`config.mk`:
```
export PLATFORM = sky130hd
export DESIGN_NAME = rotation_sequencer_flat
export DESIGN_NICKNAME = d
export VERILOG_FILES = /design/src/rtl/rotation_sequencer_if.sv /design/src/rtl/rotation_sequencer.sv /design/src/flat_wrapper.sv
export SDC_FILE = /design/constraint.sdc
export NUM_CORES = 1
export LEC_CHECK = 0
export CORE_MARGIN = 10
export CORE_UTILIZATION = 40
export DETAILED_ROUTE_END_ITERATION = 10
export HOLD_SLACK_MARGIN = 0.1
export PLACE_DENSITY = 0.7
export SLEW_MARGIN = 10
export SYNTH_ARGS = -nofsm -noshare
export SYNTH_HDL_FRONTEND = slang
export SYNTH_SLANG_ARGS = --single-unit
```
`constraint.sdc`:
```
create_clock -name clock -period 4 [get_ports clock]
set_input_delay 1.2 -clock clock [delete_from_list [all_inputs] [get_ports clock]]
set_output_delay 1.2 -clock clock [all_outputs]
set_load 0.1 [all_outputs]
```
`src/rtl/rotation_sequencer_if.sv`:
```
// Handshake/bus bundle for rotation_sequencer: move tick, buttons, snap command and step outputs.
interface rotation_sequencer_if #(
    parameter int unsigned IDX_W = 5
);
    logic             tick;
    logic             left;
    logic             right;
    logic             snap_req;
    logic [IDX_W-1:0] snap_idx;
    logic             snap_busy;
    logic             step_right;
    logic             step_left;
    logic [IDX_W-1:0] heading_idx;

    modport master (
        output tick, left, right, snap_req, snap_idx,
        input  snap_busy, step_right, step_left, heading_idx
    );

    modport slave (
        input  tick, left, right, snap_req, snap_idx,
        output snap_busy, step_right, step_left, heading_idx
    );
endinterface

```
`src/rtl/rotation_sequencer.sv`:
```
// Heading sequencer: button hold-to-repeat stepping and shortest-path snap for the 2^IDX_W-step rotation datapath.
// Optional macro ROT_ACCEL_EN: halves the repeat interval after 8 consecutive repeat steps.
module rotation_sequencer #(
    parameter int unsigned HOLD_DELAY    = 12,
    parameter int unsigned REPEAT_PERIOD = 4,
    parameter int unsigned IDX_W         = 5
) (
    input logic                  clock,
    input logic                  resetn,
    rotation_sequencer_if.slave  bus
);
    localparam int unsigned MAX_CNT = (HOLD_DELAY > REPEAT_PERIOD) ? HOLD_DELAY : REPEAT_PERIOD;
    localparam int unsigned CNT_W   = $clog2(MAX_CNT + 1);
    localparam logic [IDX_W-1:0] HALF_TURN = IDX_W'(1) << (IDX_W - 1);
`ifdef ROT_ACCEL_EN
    localparam int unsigned FAST_PERIOD = (REPEAT_PERIOD / 2 > 1) ? REPEAT_PERIOD / 2 : 1;
    localparam int unsigned REP_W       = 4;
    localparam logic [REP_W-1:0] ACCEL_AFTER = REP_W'(8);
`endif

    typedef enum logic [1:0] {ST_IDLE, ST_HOLD, ST_REPEAT, ST_SNAP} state_e;

    state_e           state_q, state_d;
    logic [CNT_W-1:0] cnt_q, cnt_d;
    logic             dir_r_q, dir_r_d;
    logic [IDX_W-1:0] heading_q, heading_d;
    logic [IDX_W-1:0] target_q, target_d;
    logic             busy_q, busy_d;
    logic             step_r_q, step_r_d;
    logic             step_l_q, step_l_d;
`ifdef ROT_ACCEL_EN
    logic [REP_W-1:0] rep_q, rep_d;
    logic [REP_W-1:0] rep_next;
`endif

    logic             rot_r, rot_l, held;
    logic             emit_r, emit_l;
    logic [CNT_W-1:0] repeat_reload;
    logic [IDX_W-1:0] diff;

    assign rot_r = bus.right & ~bus.left;
    assign rot_l = bus.left & ~bus.right;
    assign held  = dir_r_q ? rot_r : rot_l;
    assign diff  = target_q - heading_q;

`ifdef ROT_ACCEL_EN
    assign rep_next      = (rep_q >= ACCEL_AFTER) ? rep_q : rep_q + REP_W'(1);
    assign repeat_reload = (rep_next >= ACCEL_AFTER) ? CNT_W'(FAST_PERIOD - 1)
                                                     : CNT_W'(REPEAT_PERIOD - 1);
`else
    assign repeat_reload = CNT_W'(REPEAT_PERIOD - 1);
`endif

    // Next-state: snap acceptance outranks every button-driven transition
    always_comb begin
        state_d   = state_q;
        cnt_d     = cnt_q;
        dir_r_d   = dir_r_q;
        target_d  = target_q;
        busy_d    = busy_q;
        emit_r    = 1'b0;
        emit_l    = 1'b0;
`ifdef ROT_ACCEL_EN
        rep_d     = rep_q;
`endif
        if (bus.snap_req && !busy_q) begin
            target_d = bus.snap_idx;
            busy_d   = 1'b1;
            state_d  = ST_SNAP;
        end else begin
            case (state_q)
                ST_IDLE: begin
                    if (bus.tick && (rot_r || rot_l)) begin
                        emit_r  = rot_r;
                        emit_l  = rot_l;
                        dir_r_d = rot_r;
                        cnt_d   = CNT_W'(HOLD_DELAY - 1);
                        state_d = ST_HOLD;
                    end
                end
                ST_HOLD: begin
                    if (!held) begin
                        state_d = ST_IDLE;
                    end else if (bus.tick) begin
                        if (cnt_q == '0) begin
                            emit_r  = dir_r_q;
                            emit_l  = ~dir_r_q;
                            cnt_d   = CNT_W'(REPEAT_PERIOD - 1);
                            state_d = ST_REPEAT;
                        end else begin
                            cnt_d = cnt_q - CNT_W'(1);
                        end
                    end
                end
                ST_REPEAT: begin
                    if (!held) begin
                        state_d = ST_IDLE;
                    end else if (bus.tick) begin
                        if (cnt_q == '0) begin
                            emit_r = dir_r_q;
                            emit_l = ~dir_r_q;
                            cnt_d  = repeat_reload;
`ifdef ROT_ACCEL_EN
                            rep_d  = rep_next;
`endif
                        end else begin
                            cnt_d = cnt_q - CNT_W'(1);
                        end
                    end
                end
                ST_SNAP: begin
                    if (diff == '0) begin
                        busy_d  = 1'b0;
                        state_d = ST_IDLE;
                    end else if (bus.tick) begin
                        // Exactly half a turn resolves clockwise
                        emit_r = (diff <= HALF_TURN);
                        emit_l = (diff > HALF_TURN);
                    end
                end
                default: state_d = ST_IDLE;
            endcase
        end
`ifdef ROT_ACCEL_EN
        if (state_d != ST_REPEAT) rep_d = '0;
`endif
        step_r_d  = emit_r;
        step_l_d  = emit_l;
        heading_d = emit_r ? heading_q + IDX_W'(1) :
                    emit_l ? heading_q - IDX_W'(1) : heading_q;
    end

    always_ff @(posedge clock or negedge resetn) begin
        if (!resetn) begin
            state_q   <= ST_IDLE;
            cnt_q     <= '0;
            dir_r_q   <= 1'b0;
            heading_q <= '0;
            target_q  <= '0;
            busy_q    <= 1'b0;
            step_r_q  <= 1'b0;
            step_l_q  <= 1'b0;
`ifdef ROT_ACCEL_EN
            rep_q     <= '0;
`endif
        end else begin
            state_q   <= state_d;
            cnt_q     <= cnt_d;
            dir_r_q   <= dir_r_d;
            heading_q <= heading_d;
            target_q  <= target_d;
            busy_q    <= busy_d;
            step_r_q  <= step_r_d;
            step_l_q  <= step_l_d;
`ifdef ROT_ACCEL_EN
            rep_q     <= rep_d;
`endif
        end
    end

    assign bus.snap_busy   = busy_q;
    assign bus.step_right  = step_r_q;
    assign bus.step_left   = step_l_q;
    assign bus.heading_idx = heading_q;
endmodule
```
`src/flat_wrapper.sv`:
```
// flat-port wrapper written by rule: the top's interface ports become plain ports
module rotation_sequencer_flat 
#(
    parameter int unsigned HOLD_DELAY    = 12,
    parameter int unsigned REPEAT_PERIOD = 4,
    parameter int unsigned IDX_W         = 5
)
  (clock, resetn, bus_tick, bus_left, bus_right, bus_snap_req, bus_snap_idx, bus_snap_busy, bus_step_right, bus_step_left, bus_heading_idx);
  rotation_sequencer_if #(.IDX_W(IDX_W)) bus_i ();
  input logic clock;
  input logic resetn;
  input wire logic [$bits(bus_i.tick)-1:0] bus_tick;
  input wire logic [$bits(bus_i.left)-1:0] bus_left;
  input wire logic [$bits(bus_i.right)-1:0] bus_right;
  input wire logic [$bits(bus_i.snap_req)-1:0] bus_snap_req;
  input wire logic [$bits(bus_i.snap_idx)-1:0] bus_snap_idx;
  output wire logic [$bits(bus_i.snap_busy)-1:0] bus_snap_busy;
  output wire logic [$bits(bus_i.step_right)-1:0] bus_step_right;
  output wire logic [$bits(bus_i.step_left)-1:0] bus_step_left;
  output wire logic [$bits(bus_i.heading_idx)-1:0] bus_heading_idx;
  assign bus_i.tick = bus_tick;
  assign bus_i.left = bus_left;
  assign bus_i.right = bus_right;
  assign bus_i.snap_req = bus_snap_req;
  assign bus_i.snap_idx = bus_snap_idx;
  assign bus_snap_busy = bus_i.snap_busy;
  assign bus_step_right = bus_i.step_right;
  assign bus_step_left = bus_i.step_left;
  assign bus_heading_idx = bus_i.heading_idx;
  rotation_sequencer #(.HOLD_DELAY(HOLD_DELAY), .REPEAT_PERIOD(REPEAT_PERIOD), .IDX_W(IDX_W)) u_core (.clock(clock), .resetn(resetn), .bus(bus_i));
endmodule
```
==> qor_table.md, run 1 <==
| Step | Item | This run |
|---|---|---|
| clock network | Total number of H-tree levels | 1 |
| run | Max-cap violation count | 0 |
| floorplan | Initial Util | 0.425 |
| clock network | Resized cells post-CTS | 0 |
| power and ir drop | Worst-case vdd ir drop | 0.420 mV |
| setup path | Kind of critical path | input port to flop |
| hold path | Path type of the worst min-delay path | flop to flop |
| logic synthesis | Mapped Avg Cell Area | 9.01 um^2 |
| logic synthesis | Biggest area consumer among synthesized cells | dfrtp_1 |
| power and ir drop | Net Sw Frac | 0.541 |
| clock network | Clock tree from TritonCTS | built |
| setup path | Critical Path AT | 3540 ps |
| clock network | Clock slew at reported path FFs | 110 ps |
| floorplan | Placement row count | 21 |
| floorplan | Core area | 3420 um^2 |
| logic synthesis | Number of enable-type register cells in the synthesized netlist | 0 |
| setup path | Reg-to-Reg End | u_core.bus.heading_idx[4] |
| clock network | Setup fix buffers added after clock tree synthesis | 0 |
| timing | Clk_skew | 7.31 ps |
| global route | Pin count of the biggest net entering global routing | 21 |
| setup path | Worst Setup Start Kind | input port |
| setup path | Critical Path End Type | flop |
| logic synthesis | Yosys warning total | 0 |
| clock network | Number of buffers created by CTS | 3 |
| setup path | Worst path required time | 4230 ps |
| power and ir drop | Fraction of power consumed by sequential logic | 0.239 |
| floorplan | DIE HEIGHT | 80.2 um |
| logic synthesis | Post-synthesis cell type count | 41 |
| run status | Run status | complete, no violations |
| logic synthesis | Synthesized flop and latch total | 20 |
| hold path | Startpoint of the most critical hold path | u_core.target_q[1] |
| detailed routing | Final antenna-violating net count | 0 |
| power and ir drop | Total net switching power | 0.000807 W |
| finish | Sequential standard cell area | 500 um^2 |
| logic synthesis | Combined area of all synthesized cells | 1450 um^2 |
| power and ir drop | Clock network fraction of total power | 0.067 |
| logic synthesis | Async set-or-reset flop fraction in the synthesized netlist | 1.00 |
| clock network | Clock buffer depth | 2 |
| global route | Vias in the first global route | 1250 |
| place | Final Wtd Congestion | 0.867 |
| timing | Setup repair after global routing missed its margin | no |
| timing | Final-report max-slew violation count | 0 |
| finish | Fraction of final layout cells sized beyond drive strength 1 | 0.0824 |
| global route | Overflow left after global routing | 0 |
| logic synthesis | Share of the synthesized area in the top cell type | 0.345 |
| clock network | Hold-fix buffer count after cts | 0 |
| timing | Accumulated negative setup slack | 0 ps |
| floorplan | Die outline width | 80.2 um |
| finish | Final net count | 213 |
| finish | Area of the multi-input gates | 875 um^2 |
| logic synthesis | Mapped Nets | 190 |
| place | Hpwl dp | 2.65 mm |
| finish | Filler cell count in the final layout | 351 |
| timing | Final setup violation count | 0 |
| power and ir drop | Leak Pwr | 0.819 nW |
| power and ir drop | Portion of total power attributed to combinational logic | 0.694 |
| timing | Fmax | 303 MHz |
| logic synthesis | Commonest register cell after synthesis | dfrtp_1 |
| timing | Transition time of the tightest slew-check pin | 980 ps |
| global route | Initial antenna violation count | 0 |
| timing | Time the worst path needs with I/O delays and setup | 3300 ps |
| place | Placed cell area | 1680 um^2 |
| detailed routing | DR WL/cell | 14.1 um |
| logic synthesis | Dominant cell by count in the synthesized netlist | nand2_1 |
| setup path | Worst Path Max Fanout | 6 |
| finish | Final instance area | 1700 um^2 |
| hold path | Min-Delay Endpoint | u_core.target_q[1] |
| detailed routing | Via density | 5.25 |
| timing | Worst rel slew slack | 0.345 |
| timing | Final clock period utilization by the worst path | 0.826 |
| floorplan | Die Outline Area | 6430 um^2 |
| place | Port buffer count | 18 |
| detailed routing | 1st-iter DRT viols | 59 |
| logic synthesis | Cell types with the largest area share after synthesis | dfrtp_1 (35%), ha_1 (15%), nand2_1 (6.7%) |
| finish | Area growth syn-to-layout | 17.4% |
| finish | Number of antenna diodes | 0 |
| clock network | Root buffer selected by CTS | clkbuf_4 |
| clock network | Source-to-sink clock delay at the later pin of the worst-skew pair | 310 ps |
| clock network | Sink Count | 20 |
| hold path | Hold Path Cell Cnt | 2 |
| power and ir drop | Power density relative to cell area | 877 nW/um^2 |
| setup path | R2R Setup Slk | 760 ps |
| timing | Final hold vios | 0 |
| setup path | Startpoint of the worst register-to-register path | u_core.bus.heading_idx[2] |
| floorplan | Number of top-level pins | 19 |
| detailed routing | DRC | 0 |
| setup path | Worst setup path start | bus_snap_req |
| logic synthesis | Number of standard cells after synthesis | 161 |
| power and ir drop | Cell-internal power | 0.000686 W |
| setup path | Count of cells along the worst register-to-register path | 16 |
| detailed routing | Pre-Repair DR Iteration Count | 5 |
| global route | First-pass GRT wire length | 5.54 mm |
| detailed routing | Vias post-DR | 1196 |
| global route | Overall Global Routing Usage | 0.106 |
| logic synthesis | Leading post-synthesis cells by instance count | nand2_1 (26), dfrtp_1 (20), ha_1 (17) |
| logic synthesis | Sequential area share after synthesis | 0.345 |
| detailed routing | Wire length reported by the detailed router | 3.23 mm |
[worst max-delay path, cell delays in order]
cell and delay [ps]:
clkdlybuf4s50_1 470, nor2b_1 180, nor2_1 140, nand2_1 110, a21oi_1 50, a32oi_2 210
inv_1 110, fa_1 420, nor2b_1 130, o21ai_0 80, nand2b_1 100, nor2_1 40
mux2i_1 170, xnor2_1 140
[power groups by stage]
| stage | clock network (W) | registers [W] | logic [W] |
|---|---|---|---|
| after global placement | 0 | 0.000358 | 0.000983 |
| after detailed placement | 0 | 0.000361 | 0.00103 |
| after CTS | 0.000102 | 0.000357 | 0.00104 |
| after floorplan | 0 | 0.000552 | 0.000615 |
| final | 0.0000996 | 0.000357 | 0.00104 |
| after global routing | 0.000111 | 0.000368 | 0.00114 |
[per-stage QoR]
step / utilization / hold WS, ps / setup slack (ps) / total power, W / std cells
after floorplan: - / 450 / 282 / 0.00117 / 161
after global placement: 0.492 / 472 / 489 / 0.00134 / 225
after detailed placement: 0.492 / 478 / 375 / 0.00139 / 225
after CTS: 0.499 / 505 / 698 / 0.00149 / 228
after global routing: 0.499 / 527 / 505 / 0.00162 / 228
final: 0.499 / 499 / 696 / 0.00149 / 228
[cell usage in the layout (no fill, tap or decap), types with 2 or more instances in the layout]
master / count
dfrtp_1: 20
o211ai_1: 2
ha_1: 17
nand2b_1: 4
a21oi_1: 8
clkbuf_4: 3
nand2_1: 26
nor2b_1: 3
o21ai_0: 8
xor2_1: 3
buf_4: 5
xnor2_1: 4
inv_1: 15
or3_1: 2
nor2_1: 10
o31ai_1: 2
mux2i_1: 5
clkdlybuf4s50_1: 15
nand3_1: 7
[routing by layer]
layer | vias up | GRT usage | routed length, um
met5 | - | 0 | 0
met4 | 0 | 0.0423 | 73
met3 | 11 | 0.0267 | 138
met2 | 32 | 0.197 | 1640
met1 | 559 | 0.111 | 1370
li1 | 594 | - | -
[flip-flops by register name, summed over array words and instances (netlist names)]
signal and cells:
u_core.target_q 5, u_core.bus.step_right 1, u_core.dir_r_q 1, u_core.bus.step_left 1, u_core.bus.snap_busy 1, u_core.cnt_q 4
u_core.bus.heading_idx 5, u_core.state_q 2
[worst max-delay path by stage]
stage	slack, ps	depth (start not counted)	endpoint
3_3_place_gp	490	14	u_core.bus.heading_idx[4]
2_1_floorplan	280	16	u_core.bus.heading_idx[4]
5_1_grt	510	14	u_core.bus.heading_idx[4]
6_report	700	14	u_core.bus.heading_idx[4]
4_1_cts	700	14	u_core.bus.heading_idx[4]
3_5_place_dp	380	14	u_core.bus.heading_idx[4]
[cell type report]
class / count / area share
multi-input combinational: 123 / 0.514
timing repair buffer: 20 / 0.110
tap: 46 / 0.0338
inverter: 16 / 0.0353
sequential: 20 / 0.294
clock buffer: 3 / 0.0132
[cell families (layout without fill, tap and decap cells)]
group / Yosys count / after routing / synth area share
xor+xnor: 8 / 8 / 0.0535
flops: 20 / 20 / 0.345
mux: 6 / 6 / 0.0423
compound gates: 33 / 33 / 0.156
fa+ha+maj: 18 / 18 / 0.160
buf+inv: 18 / 39 / 0.0518
simple gates: 58 / 58 / 0.191
Power figures use the tool's default switching activity.
==> run 2, diff against run 1 <==
--- a/config.mk
+++ b/config.mk
@@ -9,7 +9,7 @@
 export CORE_UTILIZATION = 40
 export DETAILED_ROUTE_END_ITERATION = 10
 export HOLD_SLACK_MARGIN = 0.1
-export PLACE_DENSITY = 0.7
+export PLACE_DENSITY = 0.72
 export SLEW_MARGIN = 10
 export SYNTH_ARGS = -nofsm -noshare
 export SYNTH_HDL_FRONTEND = slang
==> constraint.sdc (replaced) <==
create_clock -name clock -period 3 [get_ports clock]
set_input_delay 0.9 -clock clock [delete_from_list [all_inputs] [get_ports clock]]
set_output_delay 0.9 -clock clock [all_outputs]
set_load 0.1 [all_outputs]
==> qor_table.md, run 2 (synthesized netlist as in run 1, its figures left out) <==
| Step | Item | This run |
|---|---|---|
| setup path | Critical path's slowest cell | dfrtp_4 |
| timing | Time the worst path needs with I/O delays and setup | 2990 ps |
| finish | Sequential standard cell area | 513 um^2 |
| setup path | Kind of critical path | flop to flop |
| detailed routing | DR WL/cell | 14.4 um |
| clock network | Number of buffers created by CTS | 3 |
| timing | Accumulated negative setup slack | 0 ps |
| floorplan | Initial Util | 0.425 |
| floorplan | Placement row count | 21 |
| place | Final Wtd Congestion | 0.893 |
| floorplan | DIE HEIGHT | 80.2 um |
| clock network | Total number of H-tree levels | 1 |
| finish | Most common cell after layout, fill and taps aside | buf_4 |
| floorplan | Number of top-level pins | 19 |
| detailed routing | Detailed-routing wirelength on met1 | 1.51 mm |
| timing | Final setup violation count | 0 |
| hold path | Path type of the worst min-delay path | flop to flop |
| finish | Filler cell count in the final layout | 314 |
| floorplan | Die Outline Area | 6430 um^2 |
| global route | Pin count of the biggest net entering global routing | 13 |
| finish | Most frequent cells in the layout | buf_4 (28), nand2_1 (26), dfrtp_1 (16) |
| setup path | Crit-path cells | inv_4 -> ha_4 -> or3_4 -> nor3_4 -> o22ai_2 -> o211ai_2 -> xnor2_1 -> a32oi_2 -> inv_2 -> fa_2 -> nor2b_4 -> o21ai_1 -> nand2b_1 -> nor2_1 -> mux2i_1 -> xnor2_1 |
| timing | Final setup margin | 6.49 ps |
| setup path | Worst Path Max Fanout | 6 |
| place | Port buffer count | 18 |
| clock network | Clock buffer depth | 2 |
| power and ir drop | Power density relative to cell area | 1180 nW/um^2 |
| clock network | Clock tree from TritonCTS | built |
| place | Placed cell area | 1790 um^2 |
| setup path | Critical Path End Type | flop |
| place | Hpwl dp | 2.67 mm |
| detailed routing | 1st-iter DRT viols | 43 |
| timing | Min Hold Slack | 508 ps |
| finish | Area growth syn-to-layout | 35.1% |
| finish | Final net count | 232 |
| run | Max-cap violation count | 0 |
| finish | Fin util | 0.574 |
| timing | Transition time of the tightest slew-check pin | 568 ps |
| global route | Overall Global Routing Usage | 0.116 |
| run status | Run status | complete, no violations |
| timing | Final hold vios | 0 |
| floorplan | Die outline width | 80.2 um |
| place | DP Worst Slack | -224 ps |
| finish | Number of antenna diodes | 0 |
| setup path | Worst Setup Start Kind | flop |
| detailed routing | Final antenna-violating net count | 0 |
| detailed routing | Highest Signal Layer | met4 |
| detailed routing | Wire length reported by the detailed router | 3.57 mm |
| setup path | Critical Path AT | 3250 ps |
| timing | Clk_skew | 0.657 ps |
| floorplan | Core area | 3420 um^2 |
| global route | Overflow left after global routing | 0 |
| clock network | Clock slew at reported path FFs | 120 ps |
| setup path | Slowest cell delay on critical path | 510 ps |
| detailed routing | DRC | 0 |
| finish | Final instance area | 1960 um^2 |
| global route | Initial antenna violation count | 0 |
| detailed routing | Routed wl met2 | 1.90 mm |
| global route | First-pass GRT wire length | 6.17 mm |
| clock network | Root buffer selected by CTS | clkbuf_4 |
| timing | Setup repair after global routing missed its margin | yes |
| finish | Area of the multi-input gates | 978 um^2 |
| setup path | Worst path required time | 3260 ps |
| finish | Fraction of final layout cells sized beyond drive strength 1 | 0.302 |
| setup path | CP dominant cell by count | xnor2_1 |
| global route | Vias in the first global route | 1394 |
| detailed routing | Vias post-DR | 1271 |
| power and ir drop | Leak Pwr | 0.932 nW |
| clock network | Source-to-sink clock delay at the later pin of the worst-skew pair | 320 ps |
| detailed routing | Pre-Repair DR Iteration Count | 4 |
| timing | Final clock period utilization by the worst path | 0.998 |
| detailed routing | Met3 WL | 112 um |
| clock network | Sink Count | 20 |
| timing | Fmax | 334 MHz |
| timing | Final-report max-slew violation count | 0 |
| detailed routing | Via density | 5.13 |
| power and ir drop | Worst-case vdd ir drop | 0.734 mV |
| timing | Worst rel slew slack | 0.620 |
-- run 2: final timing paths --
check | start | to | slack, ps | cells after the start
hold / removal | u_core.target_q[1] | u_core.target_q[1] | 510 | 2
setup / recovery | u_core.bus.heading_idx[2] | u_core.bus.heading_idx[4] | 6 | 16
max in group asynchronous | resetn | u_core.target_q[4] | 1530 | 2
hold reg to reg | u_core.target_q[1] | u_core.target_q[1] | 510 | 2
min in group asynchronous | resetn | u_core.bus.heading_idx[0] | 930 | 1
setup reg to reg | u_core.bus.heading_idx[2] | u_core.bus.heading_idx[4] | 6 | 16
-- run 2: repair_timing --
item,in CTS,in global routing
endpoints found under the setup margin,1,5
hold endpoints to repair,0,0
hold buffers,0,0
buffers inserted,8,2
pin swaps,4,11
gates resized for setup,1,16
-- run 2: worst max-delay path, delay by kind of cell, from the launching register on --
kind | cells | cell delay [ps]
simple gates | 5 | 820
fa+ha+maj | 2 | 590
flops | 1 | 510
compound gates | 4 | 490
xor+xnor | 2 | 230
mux | 1 | 170
buf+inv | 2 | 140
-- run 2: report_power, final --
group	switching [W]	total [W]	internal, W	leakage [nW]
combinational	0.000998	0.00168	0.000679	0.683
sequential	0.000103	0.000496	0.000393	0.234
clock	0.0000943	0.000147	0.0000522	0.0150
-- run 2: area by class of cell --
cell class	instances	area share
Inverter	16	0.0319
Tap cell	46	0.0294
Sequential cell	20	0.262
Multi-Input combinational cell	123	0.499
Clock buffer	4	0.0134
Timing Repair Buffer	39	0.164
-- run 2: per-stage QoR --
step | total power (W) | cells
2_1_floorplan | 0.00164 | 161
3_3_place_gp | 0.00193 | 234
3_5_place_dp | 0.00199 | 234
4_1_cts | 0.00217 | 246
5_1_grt | 0.00251 | 248
6_report | 0.00232 | 248
-- run 2: routing by layer --
| metal | GRT usage | vias to the layer above |
|---|---|---|
| met5 | 0 | - |
| met4 | 0.0405 | 0 |
| met3 | 0.0290 | 4 |
| met2 | 0.213 | 19 |
| met1 | 0.126 | 614 |
| li1 | - | 634 |
==> run 3, diff against run 2 <==
--- a/config.mk
+++ b/config.mk
@@ -5,10 +5,11 @@
 export SDC_FILE = /design/constraint.sdc
 export NUM_CORES = 1
 export LEC_CHECK = 0
+export CORE_ASPECT_RATIO = 1.25
 export CORE_MARGIN = 10
 export CORE_UTILIZATION = 40
 export DETAILED_ROUTE_END_ITERATION = 10
-export HOLD_SLACK_MARGIN = 0.1
+export HOLD_SLACK_MARGIN = 0.03
 export PLACE_DENSITY = 0.72
 export SLEW_MARGIN = 10
 export SYNTH_ARGS = -nofsm -noshare
==> qor_table.md, run 3 (synthesized netlist as in run 1, its figures left out) <==
| Step | Item | This run |
|---|---|---|
| run status | Run status | complete, but fails checks |
| run status | Violated checks | negative setup slack |
| power and ir drop | Portion of total power attributed to combinational logic | 0.684 |
| timing | Clk_skew | 7.78 ps |
| finish | Fin util | 0.568 |
| finish | Number of antenna diodes | 0 |
| place | DP Worst Slack | -334 ps |
| hold path | Startpoint of the most critical hold path | u_core.cnt_q[0] |
| clock network | Sink Count | 20 |
| setup path | Slowest cell delay on critical path | 500 ps |
| setup path | Crit-path cells | inv_4 -> ha_4 -> or3_4 -> nor3_4 -> o22ai_2 -> o211ai_2 -> xnor2_2 -> a32oi_2 -> inv_2 -> fa_2 -> nor2b_1 -> o21ai_1 -> nand2b_1 -> nor2_1 -> mux2i_1 -> xnor2_1 |
| global route | Overflow left after global routing | 0 |
| clock network | Clock slew at reported path FFs | 80 ps |
| floorplan | Initial Util | 0.416 |
| power and ir drop | Clock network fraction of total power | 0.112 |
| floorplan | Die outline width | 73.9 um |
| finish | Most frequent cells in the layout | buf_4 (29), nand2_1 (26), dfrtp_1 (16) |
| setup path | Worst Setup Start Kind | flop |
| setup path | Number of logic stages on the critical path including buffering | 16 |
| setup path | Startpoint of the worst register-to-register path | u_core.bus.heading_idx[2] |
| detailed routing | DRC | 0 |
| power and ir drop | Fraction of power consumed by sequential logic | 0.204 |
| timing | Worst rel slew slack | 0.607 |
| timing | Setup repair after global routing missed its margin | yes |
| timing | Final setup margin | -228 ps |
| finish | Fraction of final layout cells sized beyond drive strength 1 | 0.297 |
| power and ir drop | Power density relative to cell area | 1250 nW/um^2 |
| clock network | Number of buffers created by CTS | 3 |
| place | Port buffer count | 18 |
| finish | Area growth syn-to-layout | 36.5% |
| place | Placed cell area | 1810 um^2 |
| setup path | Kind of critical path | flop to flop |
| detailed routing | DR WL/cell | 16.1 um |
| timing | Final hold vios | 0 |
| setup path | Worst Path Max Fanout | 6 |
| power and ir drop | Net Sw Frac | 0.496 |
| timing | Time the worst path needs with I/O delays and setup | 3230 ps |
| detailed routing | Pre-Repair DR Iteration Count | 4 |
| timing | Accumulated negative setup slack | -228 ps |
| power and ir drop | Total net switching power | 0.00123 W |
| run | Max-cap violation count | 0 |
| setup path | R2R Setup Slk | -230 ps |
| floorplan | DIE HEIGHT | 87.3 um |
| power and ir drop | Worst-case vdd ir drop | 0.880 mV |
| floorplan | Die Outline Area | 6450 um^2 |
| finish | Final instance area | 1980 um^2 |
| global route | Pin count of the biggest net entering global routing | 13 |
| detailed routing | 1st-iter DRT viols | 60 |
| place | Final Wtd Congestion | 0.876 |
| global route | Vias in the first global route | 1404 |
| floorplan | Number of top-level pins | 19 |
| power and ir drop | Cell-internal power | 0.00125 W |
| clock network | Root buffer selected by CTS | clkbuf_8 |
| setup path | Cell family with the largest share of critical-path delay | simple AND/OR/NAND/NOR gates |
| setup path | Reg-to-Reg End | u_core.bus.heading_idx[4] |
| clock network | Clock tree from TritonCTS | built |
| setup path | Number of buffers and inverters on the critical path | 2 |
| floorplan | Placement row count | 24 |
| timing | Fmax | 310 MHz |
| hold path | Path type of the worst min-delay path | flop to flop |
| detailed routing | Vias post-DR | 1321 |
| finish | Final net count | 232 |
| clock network | Source-to-sink clock delay at the later pin of the worst-skew pair | 270 ps |
| timing | Final-report max-slew violation count | 0 |
| setup path | Count of cells along the worst register-to-register path | 16 |
| finish | Filler cell count in the final layout | 299 |
| setup path | Critical Path End Type | flop |
| floorplan | Core area | 3480 um^2 |
| detailed routing | Wire length reported by the detailed router | 3.88 mm |
| setup path | Worst setup path start | u_core.bus.heading_idx[2] |
| clock network | Hold-fix buffer count after cts | 0 |
| place | Hpwl dp | 2.76 mm |
| detailed routing | Final antenna-violating net count | 0 |
| power and ir drop | Leak Pwr | 0.948 nW |
| timing | Final clock period utilization by the worst path | 1.08 |
| setup path | Critical Path AT | 3420 ps |
| setup path | Capture point of the worst path | u_core.bus.heading_idx[4] |
| clock network | Clock buffer depth | 2 |
| timing | Transition time of the tightest slew-check pin | 587 ps |
| finish | Most common cell after layout, fill and taps aside | buf_4 |
| global route | Overall Global Routing Usage | 0.118 |
| global route | Initial antenna violation count | 0 |
| timing | Final setup violation count | 1 |
| setup path | Critical path's slowest cell | dfrtp_4 |
| setup path | Worst path required time | 3190 ps |
| detailed routing | Via density | 5.48 |
| global route | First-pass GRT wire length | 6.11 mm |
| clock network | Total number of H-tree levels | 1 |
==> run 3: cell count changes in the layout (fill, tap and decap cells not counted), sizes merged <==
cell    delta
bufinv     +1
clkbuf     -1
==> run 3: timing repair <==
action | CTS | global route
pin swaps | 4 | 4
setup buffers | 3 | 3
setup endpoints to repair | 1 | 3
gates resized for setup | 2 | 10
gates cloned | 0 | 0
==> run 3: final cells by class <==
class	count	area, um^2	area share
multi-input cells	123	963	0.487
flip-flops and latches	20	513	0.259
repair buffers	39	318	0.161
inverters	16	65.1	0.0329
well taps	39	48.8	0.0247
clock buffers	3	41.3	0.0209
clock inverters	1	30.0	0.0152
==> run 3: power by group through the flow <==
stage	logic (W)	clock network, W	registers, W
final	0.00170	0.000277	0.000505
after global routing	0.00183	0.000292	0.000519
after CTS	0.00156	0.000281	0.000502
after detailed placement	0.00150	0	0.000511
after global placement	0.00144	0	0.000504
after floorplan	0.000874	0	0.000765
==> run 3: stage by stage <==
step           cells  total power [W]  hold WS [ps]
3_3_place_gp     231          0.00194           472
6_report         241          0.00248           491
3_5_place_dp     231          0.00201           482
5_1_grt          241          0.00264           524
2_1_floorplan    161          0.00164           450
4_1_cts          238          0.00234           494
==> run 3: per-layer routing <==
metal,wire (um),track usage,share of wire
met1,1500,0.119,0.39
met2,2050,0.223,0.53
met5,0,0,0
met4,118,0.0458,0.030
met3,215,0.0263,0.055
==> run 3: worst reg2reg max path: cells and delay by family (launching register included) <==
family,cells,cell delay (ps)
compound gates,4,580
xor+xnor,2,240
buf+inv,2,160
fa+ha+maj,2,580
simple gates,5,850
flops,1,500
mux,1,230
==> run 3: worst min path at each step <==
stage / to / slack [ps] / cells past startpoint
after floorplan: u_core.target_q[1] / 450 / 2
after global placement: u_core.cnt_q[0] / 470 / 1
after detailed placement: u_core.cnt_q[0] / 480 / 1
after CTS: u_core.cnt_q[0] / 490 / 1
after global routing: u_core.cnt_q[0] / 520 / 1
final: u_core.cnt_q[0] / 490 / 1
